## src/rtl/qr_locate_sequencer.sv

```systemverilog
// qr_locate_sequencer: per-frame controller for the finder-pattern locate
// pipeline. Resets the finders, runs the horizontal/vertical scanners, then
// the cross finder, orders the three finder centres into corner / top-right /
// bottom-left and reports them, or flags a failure when the cycle budget runs out.
// Optional feature: define LOCATE_STATS_EN to add saturating ok/fail/drop
// counters with a synchronous clear.
module qr_locate_sequencer #(
  parameter int unsigned TIMEOUT_CYCLES = 2000000,
  parameter int unsigned COORD_W        = 9
) (
  input  logic                 clk_in,
  input  logic                 rst_in,
  input  logic                 frame_ready,
  input  logic                 abort_in,
  input  logic                 horz_done,
  input  logic                 vert_done,
  input  logic                 centers_valid,
  input  logic [3*COORD_W-1:0] centers_x,
  input  logic [3*COORD_W-1:0] centers_y,
  output logic                 finder_rst,
  output logic                 start_horz,
  output logic                 start_vert,
  output logic                 start_cross,
  output logic                 busy,
  output logic                 locate_valid,
  output logic                 locate_fail,
  output logic [COORD_W-1:0]   corner_x,
  output logic [COORD_W-1:0]   corner_y,
  output logic [COORD_W-1:0]   right_x,
  output logic [COORD_W-1:0]   right_y,
  output logic [COORD_W-1:0]   bottom_x,
  output logic [COORD_W-1:0]   bottom_y
`ifdef LOCATE_STATS_EN
  ,
  input  logic                 stat_clr,
  output logic [15:0]          stat_ok,
  output logic [15:0]          stat_fail,
  output logic [15:0]          stat_drop
`endif
);

  localparam int unsigned TW = $clog2(TIMEOUT_CYCLES + 1);
  localparam logic [TW-1:0] TIMER_LAST = TW'(TIMEOUT_CYCLES - 1);

  typedef enum logic [2:0] {IDLE, PREP, SCAN, CROSS, SORT, DONE, FAIL} state_t;

  state_t             state;
  logic [TW-1:0]      timer;
  logic               horz_l, vert_l;
  logic [COORD_W-1:0] cap_x [0:2];
  logic [COORD_W-1:0] cap_y [0:2];

  logic [COORD_W:0]   d01, d02, d12;
  logic [1:0]         crn, pa, pb, rgt, btm;
  logic               both_done;

  function automatic logic [COORD_W:0] manh(input logic [COORD_W-1:0] ax,
                                            input logic [COORD_W-1:0] ay,
                                            input logic [COORD_W-1:0] bx,
                                            input logic [COORD_W-1:0] by);
    logic [COORD_W-1:0] dx, dy;
    dx = (ax > bx) ? ax - bx : bx - ax;
    dy = (ay > by) ? ay - by : by - ay;
    return {1'b0, dx} + {1'b0, dy};
  endfunction

  assign busy      = (state != IDLE);
  assign both_done = (horz_l | horz_done) & (vert_l | vert_done);

  // Order the captured centres: the longest side's endpoints are right/bottom,
  // the remaining index is the corner.
  always_comb begin
    d01 = manh(cap_x[0], cap_y[0], cap_x[1], cap_y[1]);
    d02 = manh(cap_x[0], cap_y[0], cap_x[2], cap_y[2]);
    d12 = manh(cap_x[1], cap_y[1], cap_x[2], cap_y[2]);
    if (d12 >= d02 && d12 >= d01) begin
      crn = 2'd0; pa = 2'd1; pb = 2'd2;
    end else if (d02 >= d01) begin
      crn = 2'd1; pa = 2'd0; pb = 2'd2;
    end else begin
      crn = 2'd2; pa = 2'd0; pb = 2'd1;
    end
    // pa is always the lower index, so keeping pa on a full tie picks the lower index
    if (cap_y[pb] < cap_y[pa] || (cap_y[pb] == cap_y[pa] && cap_x[pb] < cap_x[pa])) begin
      rgt = pb; btm = pa;
    end else begin
      rgt = pa; btm = pb;
    end
  end

  // Sequencer FSM with registered control pulses, timer, done latches and capture.
  always_ff @(posedge clk_in or negedge rst_in) begin
    if (!rst_in) begin
      state        <= IDLE;
      timer        <= '0;
      horz_l       <= 1'b0;
      vert_l       <= 1'b0;
      finder_rst   <= 1'b0;
      start_horz   <= 1'b0;
      start_vert   <= 1'b0;
      start_cross  <= 1'b0;
      locate_valid <= 1'b0;
      locate_fail  <= 1'b0;
      corner_x     <= '0;
      corner_y     <= '0;
      right_x      <= '0;
      right_y      <= '0;
      bottom_x     <= '0;
      bottom_y     <= '0;
      for (int unsigned i = 0; i < 3; i++) begin
        cap_x[i] <= '0;
        cap_y[i] <= '0;
      end
    end else begin
      finder_rst   <= 1'b0;
      start_horz   <= 1'b0;
      start_vert   <= 1'b0;
      start_cross  <= 1'b0;
      locate_valid <= 1'b0;
      locate_fail  <= 1'b0;
      case (state)
        IDLE: begin
          if (frame_ready) begin
            state      <= PREP;
            finder_rst <= 1'b1;
          end
        end
        PREP: begin
          horz_l <= 1'b0;
          vert_l <= 1'b0;
          timer  <= '0;
          if (abort_in) begin
            state      <= IDLE;
            finder_rst <= 1'b1;
          end else begin
            state      <= SCAN;
            start_horz <= 1'b1;
            start_vert <= 1'b1;
          end
        end
        SCAN: begin
          timer  <= timer + 1'b1;
          horz_l <= horz_l | horz_done;
          vert_l <= vert_l | vert_done;
          if (abort_in) begin
            state      <= IDLE;
            finder_rst <= 1'b1;
          end else if (both_done) begin
            state       <= CROSS;
            start_cross <= 1'b1;
          end else if (timer == TIMER_LAST) begin
            state       <= FAIL;
            locate_fail <= 1'b1;
            finder_rst  <= 1'b1;
          end
        end
        CROSS: begin
          timer <= timer + 1'b1;
          if (abort_in) begin
            state      <= IDLE;
            finder_rst <= 1'b1;
          end else if (centers_valid) begin
            state <= SORT;
            for (int unsigned i = 0; i < 3; i++) begin
              cap_x[i] <= centers_x[i*COORD_W +: COORD_W];
              cap_y[i] <= centers_y[i*COORD_W +: COORD_W];
            end
          end else if (timer == TIMER_LAST) begin
            state       <= FAIL;
            locate_fail <= 1'b1;
            finder_rst  <= 1'b1;
          end
        end
        SORT: begin
          corner_x     <= cap_x[crn];
          corner_y     <= cap_y[crn];
          right_x      <= cap_x[rgt];
          right_y      <= cap_y[rgt];
          bottom_x     <= cap_x[btm];
          bottom_y     <= cap_y[btm];
          locate_valid <= 1'b1;
          state        <= DONE;
        end
        DONE:    state <= IDLE;
        FAIL:    state <= IDLE;
        default: state <= IDLE;
      endcase
    end
  end

`ifdef LOCATE_STATS_EN
  // Saturating event counters; a clear in the same cycle as an event wins.
  always_ff @(posedge clk_in or negedge rst_in) begin
    if (!rst_in) begin
      stat_ok   <= '0;
      stat_fail <= '0;
      stat_drop <= '0;
    end else if (stat_clr) begin
      stat_ok   <= '0;
      stat_fail <= '0;
      stat_drop <= '0;
    end else begin
      if (locate_valid && stat_ok != '1)        stat_ok   <= stat_ok + 16'd1;
      if (locate_fail && stat_fail != '1)       stat_fail <= stat_fail + 16'd1;
      if (frame_ready && busy && stat_drop != '1) stat_drop <= stat_drop + 16'd1;
    end
  end
`endif

endmodule

```

## config.mk

```make
export PLATFORM = sky130hd
export DESIGN_NAME = qr_locate_sequencer
export DESIGN_NICKNAME = d
export VERILOG_FILES = /design/src/rtl/qr_locate_sequencer.sv
export SDC_FILE = /design/constraint.sdc
export NUM_CORES = 1
export LEC_CHECK = 0
export BUFFER_PORTS_ARGS = -buffer_cell sky130_fd_sc_hd__buf_2
export CORE_UTILIZATION = 59
export CTS_BUF_LIST = sky130_fd_sc_hd__clkbuf_4
export DETAILED_ROUTE_END_ITERATION = 6
export PLACE_DENSITY_LB_ADDON = 0.1
export SLEW_MARGIN = 20
export SYNTH_ARGS = -nofsm -noshare
export SYNTH_HDL_FRONTEND = slang
export SYNTH_SLANG_ARGS = --single-unit
```

## constraint.sdc

```tcl
create_clock -name clk_in -period 10.1 [get_ports clk_in]
set_input_delay 2.525 -clock clk_in [delete_from_list [all_inputs] [get_ports clk_in]]
set_output_delay 2.525 -clock clk_in [all_outputs]
set_load 0.05 [all_outputs]
```

==> impl_table.tex <==
\begin{tabular}{lr}
\hline
Metric & Value \\
\hline
\multicolumn{2}{l}{\textbf{Floorplan}} \\
Floorplan die area & 22600 um\^{}2 \\
Placement row count & 53 \\
Top-Level Pins & 122 \\
Core box area & 21300 um\^{}2 \\
Die Height & 150 um \\
Die Wd & 150 um \\
Initial cell density of the core & 0.609 \\
\multicolumn{2}{l}{\textbf{Worst setup path}} \\
Biggest cell delay along the critical path & 0.54 ns \\
Worst flop-to-flop path startpoint & cap\_x[1]\$\_DFFE\_PN0P\_ \\
Worst R2R Path Depth & 38 \\
Crit path max-delay cell type & sky130\_fd\_sc\_hd\_\_dfrtp\_1 \\
Classification of the worst setup path & register to register \\
Crit end category & register \\
Arrival time at the worst endpoint & 9.90 ns \\
Worst endpoint required time & 10.56 ns \\
Critical Path Source Type & register \\
Max Fanout on Critical Path & 20 \\
FF-to-FF setup slack & 0.66 ns \\
Worst reg2reg endpoint & bottom\_y[0]\$\_DFFE\_PN0P\_ \\
\multicolumn{2}{l}{\textbf{Yosys}} \\
Top\_reg\_cell synth & sky130\_fd\_sc\_hd\_\_dfrtp\_1 \\
Proportion of register bits with asynchronous set or reset after synthesis & 1.00 \\
Warnings from Yosys & 0 \\
Seq/Total Area, Yosys & 0.268 \\
Net Count, Synth & 1774 \\
Count of state elements after synthesis & 139 \\
Number of different library cells in the post-synthesis netlist & 75 \\
Cell area after synthesis & 13000 um\^{}2 \\
Number of enable-type register cells in the synthesized netlist & 0 \\
Average size of a mapped cell & 8.49 um\^{}2 \\
Syn Inst Count & 1527 \\
\multicolumn{2}{l}{\textbf{Timing}} \\
Final worst path period share & 0.934 \\
Number of max-slew violations in the final report & 0 \\
Endpoints failing setup & 0 \\
Clock tree skew after final layout & 0.0399 ns \\
FMAX & 106 MHz \\
Accumulated negative setup slack & 0 ns \\
Hold Fails Final Rpt & 0 \\
Transition time of the tightest slew-check pin & 0.961 ns \\
Unrepaired setup endpoints after global routing & false \\
Relative slew margins & 0.359 \\
Shortest period the worst path allows & 9.44 ns \\
\multicolumn{2}{l}{\textbf{Drt}} \\
Vias per cell & 6.37 \\
Detailed Routing Iterations Pass 1 & 7 \\
DR vias & 12200 \\
DRC marker count from the first detailed-route iteration & 1117 \\
Routed wire per std cell & 21.2 um \\
Total length of routed wires & 40.6 mm \\
DRT antenna net count & 0 \\
Post-detailed-route DRC marker count & 10 \\
\multicolumn{2}{l}{\textbf{CTS}} \\
H-tree lvl count & 4 \\
Clock buffer count from CTS & 17 \\
Clock-pin slew on the worst setup and hold paths & 0.16 ns \\
Number of buffers on the longest clock path & 2 \\
Number of hold buffers added after cts & 0 \\
CTS root buffer & sky130\_fd\_sc\_hd\_\_clkbuf\_4 \\
Worst-Skew Late Latency & 0.60 ns \\
Number of sinks on the clock net & 139 \\
Number of buffers inserted to repair setup after CTS & 0 \\
TritonCTS clock tree & done \\
\multicolumn{2}{l}{\textbf{Final layout}} \\
Finished Layout Cells & 1913 \\
P\&R area growth vs syn & 9.66\% \\
Proportion of layout cells with a drive suffix above 1 & 0.145 \\
Final cell area excluding filler cells & 14200 um\^{}2 \\
Nets & 1870 \\
Final standard cell utilization of the core & 0.667 \\
\multicolumn{2}{l}{\textbf{Placement}} \\
Routability congestion estimate from global placement & 1.03 \\
Cell area reported after detailed placement & 13900 um\^{}2 \\
Hpwl dp & 30.6 mm \\
Placed Cells incl. Taps & 1879 \\
Port Buffers & 121 \\
\multicolumn{2}{l}{\textbf{Worst hold path}} \\
End point of the worst hold path & corner\_x[0]\$\_DFFE\_PN0P\_ \\
Worst hold path stage count & 2 \\
Min-delay worst type & register to register \\
Hold Path Origin & corner\_x[0]\$\_DFFE\_PN0P\_ \\
\multicolumn{2}{l}{\textbf{Status}} \\
Failing checks & design-rule violations \\
Outcome & complete, but fails checks \\
\multicolumn{2}{l}{\textbf{Global route}} \\
Initial antenna violation count & 1 \\
Wire length of the first global-routing pass & 62.2 mm \\
Grt total ovfl & 0 \\
Total track usage & 0.365 \\
Via count of the first global-routing pass & 11500 \\
Maximum number of pins on one net before global-route repair & 107 \\
\multicolumn{2}{l}{\textbf{Job}} \\
Number of maximum-capacitance violations & 0 \\
\hline
\end{tabular}
per-stage QoR:
step / setup WS (ns) / hold WS (ns)
4_1_cts: 0.117 / 0.499
2_1_floorplan: 1.23 / 0.452
6_report: 0.664 / 0.492
3_3_place_gp: 0.332 / 0.463
3_5_place_dp: 0.135 / 0.465
5_1_grt: 0.0258 / 0.536
per-layer routing:
| layer | part of all wire | up-vias | GRT usage |
|---|---|---|---|
| met5 | 0 | - | 0 |
| met4 | 0.043 | 0 | 0.160 |
| met3 | 0.088 | 136 | 0.0709 |
| met2 | 0.45 | 656 | 0.576 |
| met1 | 0.42 | 5757 | 0.487 |
| li1 | - | 5629 | - |
state kept, by name, summed over array words and instances (netlist names), 3 cells and up:
name      flops
cap_x        27
right_y       9
cap_y        27
corner_x      9
state         3
bottom_y      9
bottom_x      9
corner_y      9
timer        21
right_x       9
repair_timing:
action                                  in CTS  in global routing
endpoints found under the hold margin        0                  0
endpoints found under the setup margin       0                 36
resized for setup                            0                  6
layout by cell type (no fill, tap or decap), drive strengths merged, types with 23 or more instances in the layout:
| cell | n |
|---|---|
| nand2 | 199 |
| nand3 | 29 |
| a21oi | 94 |
| mux2i | 80 |
| ha | 171 |
| dfrtp | 139 |
| nor2 | 82 |
| xor2 | 31 |
| inv | 121 |
| buf | 149 |
| o21ai | 153 |
| xnor2 | 26 |
| a21o | 23 |
cells in the mapped netlist, drive strengths merged (5+ instances only):
cell | count | share of area
nand2 | 199 | 0.058
ha | 171 | 0.17
o21ai | 153 | 0.059
dfrtp | 139 | 0.27
inv | 114 | 0.033
a21oi | 94 | 0.037
nor2 | 82 | 0.024
mux2i | 80 | 0.062
clkbuf | 55 | 0.016
xor2 | 31 | 0.021
nand3 | 29 | 0.011
xnor2 | 26 | 0.018
a21o | 23 | 0.013
nor2b | 22 | 0.011
o211ai | 20 | 0.012
mux2 | 19 | 0.017
o221ai | 19 | 0.018
buf | 17 | 0.0075
nand4 | 17 | 0.0082
nor3 | 16 | 0.0066
and3 | 15 | 0.0072
fa | 15 | 0.023
o21a | 15 | 0.0087
nand2b | 12 | 0.0058
a211oi | 10 | 0.0075
a22o | 9 | 0.0061
o22ai | 9 | 0.0043
or3 | 9 | 0.0043
a2111oi | 7 | 0.0047
o31a | 7 | 0.0047
o31ai | 7 | 0.0041
or2 | 7 | 0.0034
a211o | 6 | 0.0041
o21bai | 6 | 0.0035
a41oi | 5 | 0.0034
and2 | 5 | 0.0024
o2bb2ai | 5 | 0.0034
o41ai | 5 | 0.0045
worst max-delay path by stage:
stage,start,endpoint,slack (ns),cells after the start
after floorplan,cap_x[1]$_DFFE_PN0P_,bottom_x[1]$_DFFE_PN0P_,1.23,41
after global placement,cap_x[1]$_DFFE_PN0P_,bottom_y[0]$_DFFE_PN0P_,0.33,39
after detailed placement,cap_x[1]$_DFFE_PN0P_,bottom_y[0]$_DFFE_PN0P_,0.13,39
after CTS,cap_x[1]$_DFFE_PN0P_,bottom_y[0]$_DFFE_PN0P_,0.12,39
after global routing,cap_x[1]$_DFFE_PN0P_,bottom_y[0]$_DFFE_PN0P_,0.03,39
final,cap_x[1]$_DFFE_PN0P_,bottom_y[0]$_DFFE_PN0P_,0.66,38
kinds of logic after synthesis:
logic type / share of synthesized area
AOI/OAI and AO/OA: 0.216
adders and majority gates: 0.190
and+or+nand+nor: 0.152
DFF: 0.268
buffers and inverters: 0.0565
muxes: 0.0783
xor gates and xnor gates: 0.0385
final cells by class:
| class | instances | area, um^2 |
|---|---|---|
| inverter | 114 | 428 |
| clock buffer | 17 | 128 |
| sequential | 139 | 3480 |
| timing repair buffer | 149 | 822 |
| multi-input combinational | 1202 | 8800 |
| antenna | 2 | 5.00 |
| fill | 1807 | 7080 |
| clock inverter | 15 | 198 |
| tap | 275 | 344 |
worst max-delay path: cells and delay by family, from the launching register on:
| family | cells | cell delay (ns) |
|---|---|---|
| compound gates | 20 | 4.43 |
| simple gates | 8 | 1.80 |
| fa+ha+maj | 4 | 1.19 |
| buf+inv | 3 | 0.58 |
| flops | 1 | 0.54 |
| mux | 1 | 0.38 |
| xor+xnor | 2 | 0.36 |
Power is left out: the tool's default activity adds up to more than one toggle a clock period on the data nets, which glitch-free logic cannot reach.
